--- config.mk ---
export PLATFORM = sky130hd
export DESIGN_NAME = vga_scanout
export DESIGN_NICKNAME = d
export VERILOG_FILES = /design/src/rtl/vga_scanout.sv
export SDC_FILE = /design/constraint.sdc
export NUM_CORES = 1
export LEC_CHECK = 0
export ABC_AREA = 1
export BUFFER_PORTS_ARGS = -buffer_cell sky130_fd_sc_hd__buf_2
export CAP_MARGIN = 20
export CORE_MARGIN = 2
export CORE_UTILIZATION = 44
export CTS_CLUSTER_SIZE = 20
export DETAILED_ROUTE_END_ITERATION = 7
export PLACE_DENSITY = 0.75
export SLEW_MARGIN = 20
export SYNTH_ARGS = -nofsm -noshare
export SYNTH_HDL_FRONTEND = slang
export SYNTH_SLANG_ARGS = --single-unit
export TNS_END_PERCENT = 30
--- constraint.sdc ---
create_clock -name clk_25mhz -period 1.4 [get_ports clk_25mhz]
set_clock_uncertainty 0.05 [all_clocks]
set_input_delay 0.28 -clock clk_25mhz [delete_from_list [all_inputs] [get_ports clk_25mhz]]
set_output_delay 0.28 -clock clk_25mhz [all_outputs]
set_load 0.05 [all_outputs]
--- src/rtl/vga_scanout.sv ---
// VGA scan-out engine: H/V timing counters, pixel fetch requests issued FETCH_LATENCY
// cycles ahead of display, and registered colour/sync/DE pins with underflow detection.
module vga_scanout #(
  parameter int H_DISPLAY     = 640,
  parameter int H_FRONT       = 16,
  parameter int H_SYNC        = 96,
  parameter int H_BACK        = 48,
  parameter int V_DISPLAY     = 480,
  parameter int V_FRONT       = 10,
  parameter int V_SYNC        = 2,
  parameter int V_BACK        = 33,
  parameter int COLORS        = 3,
  parameter int COLOR_DEPTH   = 8,
  parameter int FETCH_LATENCY = 2,
  parameter bit HSYNC_POL     = 1'b0,
  parameter bit VSYNC_POL     = 1'b0,
  parameter bit SWAP_RB       = 1'b0,
  parameter logic [3*COLOR_DEPTH-1:0] UNDERFLOW_COLOR = 24'hFF00FF,
  localparam int H_TOTAL    = H_DISPLAY + H_FRONT + H_SYNC + H_BACK,
  localparam int V_TOTAL    = V_DISPLAY + V_FRONT + V_SYNC + V_BACK,
  localparam int DATA_WIDTH = COLORS * COLOR_DEPTH,
  localparam int HW         = $clog2(H_TOTAL),
  localparam int VW         = $clog2(V_TOTAL)
) (
  input  logic                   clk_25mhz,
  input  logic                   rst,
  input  logic                   en,
  output logic                   req_valid,
  output logic [HW-1:0]          req_x,
  output logic [VW-1:0]          req_y,
  input  logic [DATA_WIDTH-1:0]  pixel_data,
  input  logic                   pixel_valid,
  output logic                   frame_start,
  output logic                   line_start,
  output logic [COLOR_DEPTH-1:0] vga_r,
  output logic [COLOR_DEPTH-1:0] vga_g,
  output logic [COLOR_DEPTH-1:0] vga_b,
  output logic                   vga_hsync,
  output logic                   vga_vsync,
  output logic                   vga_de,
  output logic                   underflow,
  input  logic                   clear_underflow
);

  localparam logic [HW-1:0] H_LAST = HW'(H_TOTAL - 1);
  localparam logic [VW-1:0] V_LAST = VW'(V_TOTAL - 1);
  localparam int HS_START = H_DISPLAY + H_FRONT;
  localparam int HS_END   = H_DISPLAY + H_FRONT + H_SYNC;
  localparam int VS_START = V_DISPLAY + V_FRONT;
  localparam int VS_END   = V_DISPLAY + V_FRONT + V_SYNC;

  // Returns {R,G,B}; green always comes from the middle field.
  function automatic logic [3*COLOR_DEPTH-1:0] map_pixel(input logic [DATA_WIDTH-1:0] d);
    logic [COLOR_DEPTH-1:0] lo, mid, hi;
    lo  = d[COLOR_DEPTH-1:0];
    mid = d[2*COLOR_DEPTH-1:COLOR_DEPTH];
    hi  = d[3*COLOR_DEPTH-1:2*COLOR_DEPTH];
    return SWAP_RB ? {hi, mid, lo} : {lo, mid, hi};
  endfunction

  logic          en_eff;
  logic [HW-1:0] h_cnt;
  logic [VW-1:0] v_cnt;
  logic          vld_p0, hs_p0, vs_p0;
  logic          vld_p1, hs_p1, vs_p1;

  // Reset holds the request side quiet even if en is already high.
  assign en_eff = en & ~rst;

  always_ff @(posedge clk_25mhz) begin
    if (rst || !en) begin
      h_cnt <= '0;
      v_cnt <= '0;
    end else if (h_cnt == H_LAST) begin
      h_cnt <= '0;
      v_cnt <= (v_cnt == V_LAST) ? '0 : v_cnt + 1'b1;
    end else begin
      h_cnt <= h_cnt + 1'b1;
    end
  end

  // Stage p0: request decode straight from the counters
  assign req_x       = en_eff ? h_cnt : '0;
  assign req_y       = en_eff ? v_cnt : '0;
  assign vld_p0      = en_eff && (int'(h_cnt) < H_DISPLAY) && (int'(v_cnt) < V_DISPLAY);
  assign hs_p0       = en_eff && (int'(h_cnt) >= HS_START) && (int'(h_cnt) < HS_END);
  assign vs_p0       = en_eff && (int'(v_cnt) >= VS_START) && (int'(v_cnt) < VS_END);
  assign req_valid   = vld_p0;
  assign frame_start = en_eff && (h_cnt == '0) && (v_cnt == '0);
  assign line_start  = en_eff && (h_cnt == '0);

  // Stage p1: control delayed to line up with the returning pixel
  generate
    if (FETCH_LATENCY == 0) begin : g_no_dly
      assign {vld_p1, hs_p1, vs_p1} = {vld_p0, hs_p0, vs_p0};
    end else begin : g_dly
      logic [2:0] dly_p1 [FETCH_LATENCY];
      always_ff @(posedge clk_25mhz) begin
        if (rst) begin
          for (int i = 0; i < FETCH_LATENCY; i++) dly_p1[i] <= '0;
        end else begin
          dly_p1[0] <= {vld_p0, hs_p0, vs_p0};
          for (int i = 1; i < FETCH_LATENCY; i++) dly_p1[i] <= dly_p1[i-1];
        end
      end
      assign {vld_p1, hs_p1, vs_p1} = dly_p1[FETCH_LATENCY-1];
    end
  endgenerate

  // Stage p2: registered pins
  always_ff @(posedge clk_25mhz) begin
    if (rst) begin
      vga_de    <= 1'b0;
      vga_hsync <= ~HSYNC_POL;
      vga_vsync <= ~VSYNC_POL;
      vga_r     <= '0;
      vga_g     <= '0;
      vga_b     <= '0;
      underflow <= 1'b0;
    end else begin
      vga_de    <= vld_p1;
      vga_hsync <= hs_p1 ? HSYNC_POL : ~HSYNC_POL;
      vga_vsync <= vs_p1 ? VSYNC_POL : ~VSYNC_POL;
      if (vld_p1 && pixel_valid)
        {vga_r, vga_g, vga_b} <= map_pixel(pixel_data);
      else if (vld_p1)
        {vga_r, vga_g, vga_b} <= UNDERFLOW_COLOR;
      else
        {vga_r, vga_g, vga_b} <= '0;
      if (vld_p1 && !pixel_valid)
        underflow <= 1'b1;
      else if (clear_underflow)
        underflow <= 1'b0;
    end
  end

endmodule

## Word-level counts from Yosys, hierarchy flattened

Memories as Yosys holds them, arrays and structs flattened.
Cells that the tools add are included.

- Bits in writable memories: 6
- Input port bits: 29
- Memories kept: 1
- Register bits: 48
- Output and inout bits: 51
- Word-level logic and storage cells: 58

- Equal/unequal tests: 2
- Magnitude comparators: 6
- Bitwise operators: 5
- Reduce and logical (&&, ||, !) cells: 18
- Multiplexer cells: 15
- Add/subtract/negate cells: 2

Memories:

| memory | words | bits a word | rd ports | clocked after Yosys merged registers in | wr ports | RTL line | source |
|---|---|---|---|---|---|---|---|
| g_dly.dly_p1 | 2 | 3 | 2 | 0 | 2 | 97 | `logic [2:0] dly_p1 [FETCH_LATENCY];` |

Operators with widths:

| cell | number |
|---|---|
| 10-bit two-way mux | 3 |
| 8-bit two-way mux | 3 |
| 10-bit by 1-bit adder with 10-bit output (second input constant) | 2 |
| 10-bit == test (second input constant) | 2 |
| 10-bit zero test | 2 |
| 10-bit < comparator (second input constant) | 2 |
| 10-bit by 9-bit < comparator with 1-bit output (second input constant) | 2 |
| 10-bit >= comparator (second input constant) | 1 |
| 10-bit by 9-bit >= comparator with 1-bit output (second input constant) | 1 |
| 1-bit logical AND | 10 |
| 1-bit two-way mux | 7 |
| 3-bit two-way mux | 2 |
| 2-bit OR reduction | 2 |
| 1-bit zero test | 2 |
| 1-bit NOT | 2 |
| 1-bit OR | 2 |
| 2-bit nonzero test | 1 |
| 1-bit bitwise AND | 1 |
| 1-bit logical OR | 1 |

## Longest topological paths before layout

Gate-level depths: netlist of run 1.

- Word-level depth: 5
- Gate-level depth with buffers: 10

## Worst setup path after synthesis of run 1

No wires, ideal clock.

- Kind: register to output
- Start: register h_cnt[0]
- End: output frame_start
- Data required time: 1.070 ns
- Stages on the path, launching flop included: 6
- Buffers on the path: 0
- Setup slack: -0.779 ns
- Arrival: 1.849 ns
- Path through: dfxtp_1 > inv_1 > ha_1 > nor3b_1 > nand4_1 > nor3_1

- Word-level cells in the longest chain between the ends: 3

RTL lines:

| item | RTL line | source |
|---|---|---|
| start, declared | 62 | `logic [HW-1:0] h_cnt;` |
| start signal, assigned | 78 | `h_cnt <= h_cnt + 1'b1;` |
| 10-bit zero test | 89 | `assign frame_start = en_eff && (h_cnt == '0) && (v_cnt == '0);` |
| 1-bit logical AND (2 in series) | 89 |  |
| end, declared | 33 | `output logic frame_start,` |

Every way passes these cells.

## Worst setup path after layout of run 1

Ends and elaborated chain as after synthesis.

==> flow_summary_export.csv, run 1 <==
group,metric,value,unit
run_status,status,"complete, but fails checks",
run_status,violations,"setup timing",
place,dp_hpwl,4160,µm
grt,grt_antenna_before_repair,0,
detailed_routing,via_count,2545,
critical_path,end_kind,"primary output",
critical_path,worstSetupStartpointType,"flip-flop",
logic_synthesis,synth-adder-area-share,2.29,%
timing,final.setup.tns,-4330,ps
grt,grtUsageTotal,20.9,%
logic_synthesis,synthXorXnorAreaFrac,1.60,%
clock_tree,cts_sinks,54,
logic_synthesis,synth.distinct_cells,20,
timing,hold-worst-slack,134,ps
power_and_ir_drop,irDropWorstVdd,0.416,mV
place,placed_area,3220,µm²
floorplan,dieArea,5550,µm²
logic_synthesis,yosysMostFrequentCell,"nor2_1",
detailed_routing,drc_errors,0,
grt,grt_pass1_wl,9140,µm
detailed_routing,wl_per_cell,14.1,µm
logic_synthesis,synth_async_sr_flop_share,0,%
timing,clock.fmax,0.519,GHz
logic_synthesis,synthMuxAreaShare,0,%
critical_path,crit_type,"reg2out",
power_and_ir_drop,power.internal,2.10,mW
clock_tree,htree_levels,2,
clock_tree,cts_buffers,5,
place,place_inst,496,
critical_path,arrival,1600,ps
detailed_routing,vias_per_cell,4.91,
floorplan,rows,25,
critical_path,critPathLaunch,"h_cnt[0]",
detailed_routing,antenna_left,0,
logic_synthesis,ys_ff_latch,54,
critical_path,crit_path_cell_trace,"inv_2 > ha_1 > nor3b_2 > nand4_1 > nor3_4 > buf_6",
clock_tree,clock-root-buffer,"clkbuf_8",
logic_synthesis,synth_simple_gate_area_share,33.4,%
finish,fin_area,3930,µm²
logic_synthesis,synth_area_leaders,"dfxtp_1 49%, nor2_1 15%, nand2_1 8.9%, inv_1 7.7%, nand3_1 2.5%",
grt,grt.overflow.total,0,
power_and_ir_drop,seqPwrFrac,55.2,%
detailed_routing,drtIter0Drc,105,
logic_synthesis,syn_avg_cell_area,7.22,µm²
place,port_buffers,79,
power_and_ir_drop,p_leak,1.81,nW
logic_synthesis,synth_edf_count,0,
detailed_routing,first_pass_iters,4,
critical_path,crit_buf_inv,2,
floorplan,core_area,4750,µm²
critical_path,cp_slowest_cell,"dfxtp_2",
critical_path,cp_top_family,"simple AND/OR/NAND/NOR gates",
logic_synthesis,ys.warnings.count,0,
logic_synthesis,synth_compound_gate_area_share,4.17,%
power_and_ir_drop,swShare,25.6,%
logic_synthesis,synth_top_family_by_area,"simple AND/OR/NAND/NOR gates",
min_path,holdCritStartpoint,"clear_underflow",
critical_path,crit_fanout,2,
logic_synthesis,synthCells,303,
logic_synthesis,ys_seq_area_share,49.4,%
power_and_ir_drop,p_per_area,718,nW/µm²
finish,layout-drive-gt1-share,53.4,%
floorplan,fp.dieW,74.5,µm
finish,area_growth_syn_to_layout,79.4,%
min_path,hp-class,"in2reg",
finish,utilization,82.6,%
power_and_ir_drop,power,2.82,mW
grt,grt_pass1_vias,2227,
timing,finalHoldViolations,0,
power_and_ir_drop,p_sw,721,µW
timing,fin_ws,-527,ps
clock_tree,cts_max_path_buffers,2,
floorplan,fp.dieH,74.5,µm
critical_path,cp.depth,6,
logic_synthesis,synth_top_area_share,49.4,%
clock_tree,cts_tree,"yes",
logic_synthesis,syn_area,2190,µm²
place,gp_congestion,0.860,
power_and_ir_drop,p_clk_share,32.7,%
clock_tree,clkTransAtPathRegs,100,ps
clock_tree,clock_latency,300,ps
power_and_ir_drop,combPwrFrac,12.0,%
logic_synthesis,synthTopCellsByCount,"89 x nor2_1, 54 x dfxtp_1, 52 x nand2_1",
logic_synthesis,syn-num-nets,336,
grt,grt_start_max_net_pins,18,
finish,instances_no_fill,518,
finish,diodes,0,
place,dp_slack,-298,ps
timing,maxSlewViolCount,0,
finish,finalNetCount,483,
clock_tree,cts_hold_buf,0,
timing,slew_headroom,68.9,%
min_path,worstHoldPathCells,2,
critical_path,max_stage_delay,350,ps
logic_synthesis,ys.flop_type,"dfxtp_1",
floorplan,initial_core_util,46.0,%
floorplan,ioPinCount,80,
timing,setup_viol,37,
timing,period_share,138,%
logic_synthesis,yosysTopAreaCell,"dfxtp_1",
timing,grt_setup_unrepaired,"true",
critical_path,cp_data_required_time,1070,ps
flow_run,max_cap_viol_count,0,
critical_path,r2r_start,"h_cnt[0]",
detailed_routing,wl,7290,µm
critical_path,ff2ff_path_depth,11,
timing,period_needed,1930,ps
timing,tightestPinTransition,466,ps
power groups by stage:
stage / Sequential, mW / Clock [mW] / Combinational (mW)
final: 1.56 / 0.923 / 0.339
after global routing: 1.56 / 0.990 / 0.361
after CTS: 1.56 / 0.930 / 0.282
after detailed placement: 1.60 / 0 / 0.268
after global placement: 1.60 / 0 / 0.263
after floorplan: 1.65 / 0 / 0.107
what timing repair did:
item / in CTS / in global routing
pin swaps: 8 / 15
endpoints found under the setup margin: 40 / 43
cloned: 0 / 1
setup buffers: 5 / 9
resized for setup: 86 / 72
cell usage in the layout, fill, tap and decap left out, drive strengths merged:
master	synthesis	routed
a21oi	3	3
buf	1	144
clkbuf	4	7
clkinv	1	1
clkinvlp	0	1
dfxtp	54	54
ha	4	4
inv	45	46
nand2	57	57
nand3	11	11
nand4	7	7
nor2	91	91
nor3	7	7
nor3b	2	2
o21a	6	6
o21ai	5	5
o22ai	1	1
xor2	4	4
cell families (layout without fill, tap and decap cells):
family          after synthesis  after routing
compound gates               15             15
xor+xnor                      4              4
fa+ha+maj                     4              4
buf+inv                      51            199
flops                        54             54
simple gates                175            175
sequential cells by signal (all words and copies together), names as in the netlist:
name and count:
h_cnt 10, v_cnt 10, vga_b 8, vga_g 8
vga_r 8, g_dly.dly_p1 6, underflow 1, vga_de 1
vga_hsync 1, vga_vsync 1
worst paths after layout:
| path | to | slack, ps |
|---|---|---|
| setup / recovery | frame_start | -530 |
| hold / removal | underflow | 130 |
| setup reg to reg | v_cnt[5] | -220 |
| hold reg to reg | vga_vsync | 330 |
cell type report:
| class | instances | area (µm²) |
|---|---|---|
| Clock buffer | 6 | 82.6 |
| Clock inverter | 2 | 16.3 |
| Fill cell | 296 | 830 |
| Inverter | 46 | 195 |
| Multi-Input combinational cell | 198 | 1210 |
| Sequential cell | 54 | 1110 |
| Tap cell | 67 | 83.8 |
| Timing Repair Buffer | 145 | 1230 |
routing by layer:
layer / routed length (µm) / up-vias / share of wire, % / track usage [%]
li1: - / 1211 / - / -
met1: 2830 / 1193 / 39 / 24.1
met2: 3780 / 122 / 52 / 38.8
met3: 505 / 19 / 6.9 / 3.93
met4: 174 / 0 / 2.4 / 6.75
met5: 0 / - / 0 / 0
(Power assumes the default switching activity.)
==> run 2: changes to the inputs <==
--- a/config.mk
+++ b/config.mk
@@ -13,6 +13,8 @@
 export CTS_CLUSTER_SIZE = 20
 export DETAILED_ROUTE_END_ITERATION = 7
 export PLACE_DENSITY = 0.75
+export RECOVER_POWER = 50
+export SKIP_LAST_GASP = 1
 export SLEW_MARGIN = 20
 export SYNTH_ARGS = -nofsm -noshare
 export SYNTH_HDL_FRONTEND = slang
==> flow_summary_export.csv, run 2 (synthesis results as in run 1) <==
group,metric,value,unit
finish,diodes,0,
clock_tree,cts_tree,"yes",
critical_path,arrival,1550,ps
detailed_routing,vias_per_cell,4.69,
grt,grt_pass1_vias,2190,
finish,final_common_cell,"nor2_1",
power_and_ir_drop,p_clk_share,33.0,%
grt,grt.overflow.total,0,
critical_path,crit_type,"reg2out",
power_and_ir_drop,swShare,25.2,%
place,dp_slack,-298,ps
critical_path,end_kind,"primary output",
clock_tree,cts_sinks,54,
clock_tree,cts_hold_buf,0,
place,gp_congestion,0.860,
grt,grt_start_max_net_pins,18,
detailed_routing,wl,6120,µm
critical_path,ff2ff_path_depth,12,
detailed_routing,drc_errors,0,
finish,n_fill_cell,344,
power_and_ir_drop,irDropWorstVdd,0.455,mV
clock_tree,clkTransAtPathRegs,100,ps
place,placed_area,3220,µm²
finish,reg_top3,"h_cnt x10, v_cnt x10",
clock_tree,htree_levels,2,
detailed_routing,wl_per_cell,11.8,µm
finish,seqCellArea,1100,µm²
clock_tree,clock_latency,300,ps
timing,period_share,134,%
timing,tightestPinTransition,443,ps
run_status,violations,"setup timing",
floorplan,fp.dieH,74.5,µm
timing,maxSlewViolCount,0,
floorplan,core_area,4750,µm²
power_and_ir_drop,seqPwrFrac,56.1,%
floorplan,initial_core_util,46.0,%
timing,grt_setup_unrepaired,"true",
power_and_ir_drop,power,2.78,mW
finish,multi_input_comb_area,1160,µm²
min_path,hp-class,"in2reg",
grt,grt_pass1_wl,8910,µm
timing,slew_headroom,70.5,%
critical_path,crit_fanout,2,
power_and_ir_drop,p_leak,1.75,nW
floorplan,ioPinCount,80,
power_and_ir_drop,p_per_area,747,nW/µm²
critical_path,worstSetupStartpointType,"flip-flop",
detailed_routing,drtIter0Drc,63,
flow_run,max_cap_viol_count,0,
finish,fin_area,3720,µm²
grt,grtUsageTotal,20.4,%
clock_tree,cts_buffers,5,
run_status,status,"complete, but fails checks",
timing,period_needed,1880,ps
place,dp_hpwl,4160,µm
clock_tree,clock-root-buffer,"clkbuf_8",
finish,layout-drive-gt1-share,48.3,%
floorplan,dieArea,5550,µm²
clock_tree,cts_max_path_buffers,2,
detailed_routing,first_pass_iters,4,
timing,setup_viol,43,
floorplan,rows,25,
timing,final.setup.tns,-7060,ps
finish,area_growth_syn_to_layout,70.0,%
grt,grt_antenna_before_repair,0,
power_and_ir_drop,power.internal,2.08,mW
timing,finalHoldViolations,0,
power_and_ir_drop,combPwrFrac,11.0,%
timing,clock.fmax,0.532,GHz
power_and_ir_drop,p_sw,699,µW
timing,fin_ws,-481,ps
floorplan,fp.dieW,74.5,µm
min_path,worstHoldPathCells,2,
finish,finalNetCount,483,
critical_path,cp_data_required_time,1070,ps
finish,layout_common_cells,"65 x nor2_1, 58 x buf_2, 48 x nand2_1",
detailed_routing,antenna_left,0,
place,port_buffers,79,
detailed_routing,via_count,2431,
run 2: cell types whose count changed in the layout (fill, tap and decap cells not counted), sizes merged:
cell	change
buf	-12
clkbuf	+12
clkinvlp	+1
inv	-1
run 2: worst max-delay path: stages, from the launching register on:
cell	delay (ps)
dfxtp_2	340
inv_2	60
ha_1	130
nor3b_2	160
nand4_1	190
nor3_4	190
buf_6	180
run 2: power by group through the flow:
stage / sequential (mW) / clock [mW] / combinational (mW)
3_5_place_dp: 1.60 / 0 / 0.268
3_3_place_gp: 1.60 / 0 / 0.263
2_1_floorplan: 1.65 / 0 / 0.107
5_1_grt: 1.56 / 0.989 / 0.329
4_1_cts: 1.56 / 0.930 / 0.278
6_report: 1.56 / 0.916 / 0.304
run 2: layout make-up:
cell class	count	area share [%]
multi-input cells	198	31.1
flip-flops and latches	54	29.7
repair buffers	145	29.6
inverters	46	4.74
well taps	67	2.25
clock buffers	6	2.22
clock inverters	2	0.437
run 2: path summary, 6_finish.rpt:
kind / startpoint / endpoint / slack [ps]
max reg2reg: h_cnt[0] / v_cnt[6] / -240
max: h_cnt[1] / frame_start / -480
min: clear_underflow / underflow / 130
min reg2reg: g_dly.dly_p1[0][3] / vga_vsync / 330
run 2: per-stage QoR:
stage / hold slack (ps) / utilization, % / cells
3_3_place_gp: 302 / 67.7 / 496
3_5_place_dp: 307 / 67.7 / 496
2_1_floorplan: 300 / - / 303
4_1_cts: 128 / 73.4 / 508
5_1_grt: 138 / 78.3 / 518
6_report: 133 / 78.3 / 518
run 2: metal layers:
layer	GRT usage [%]	part of all wire, %
met1	24.0	41
met2	37.5	50
met3	3.66	6.9
met4	6.15	1.6
met5	0	0
run 2: timing repair:
| action | 4_1_cts | 5_1_grt |
|---|---|---|
| gates cloned | 0 | 2 |
| setup endpoints to repair | 40 | 43 |
| pin swaps | 6 | 8 |
| buffers inserted | 5 | 8 |
| resized for setup | 56 | 43 |
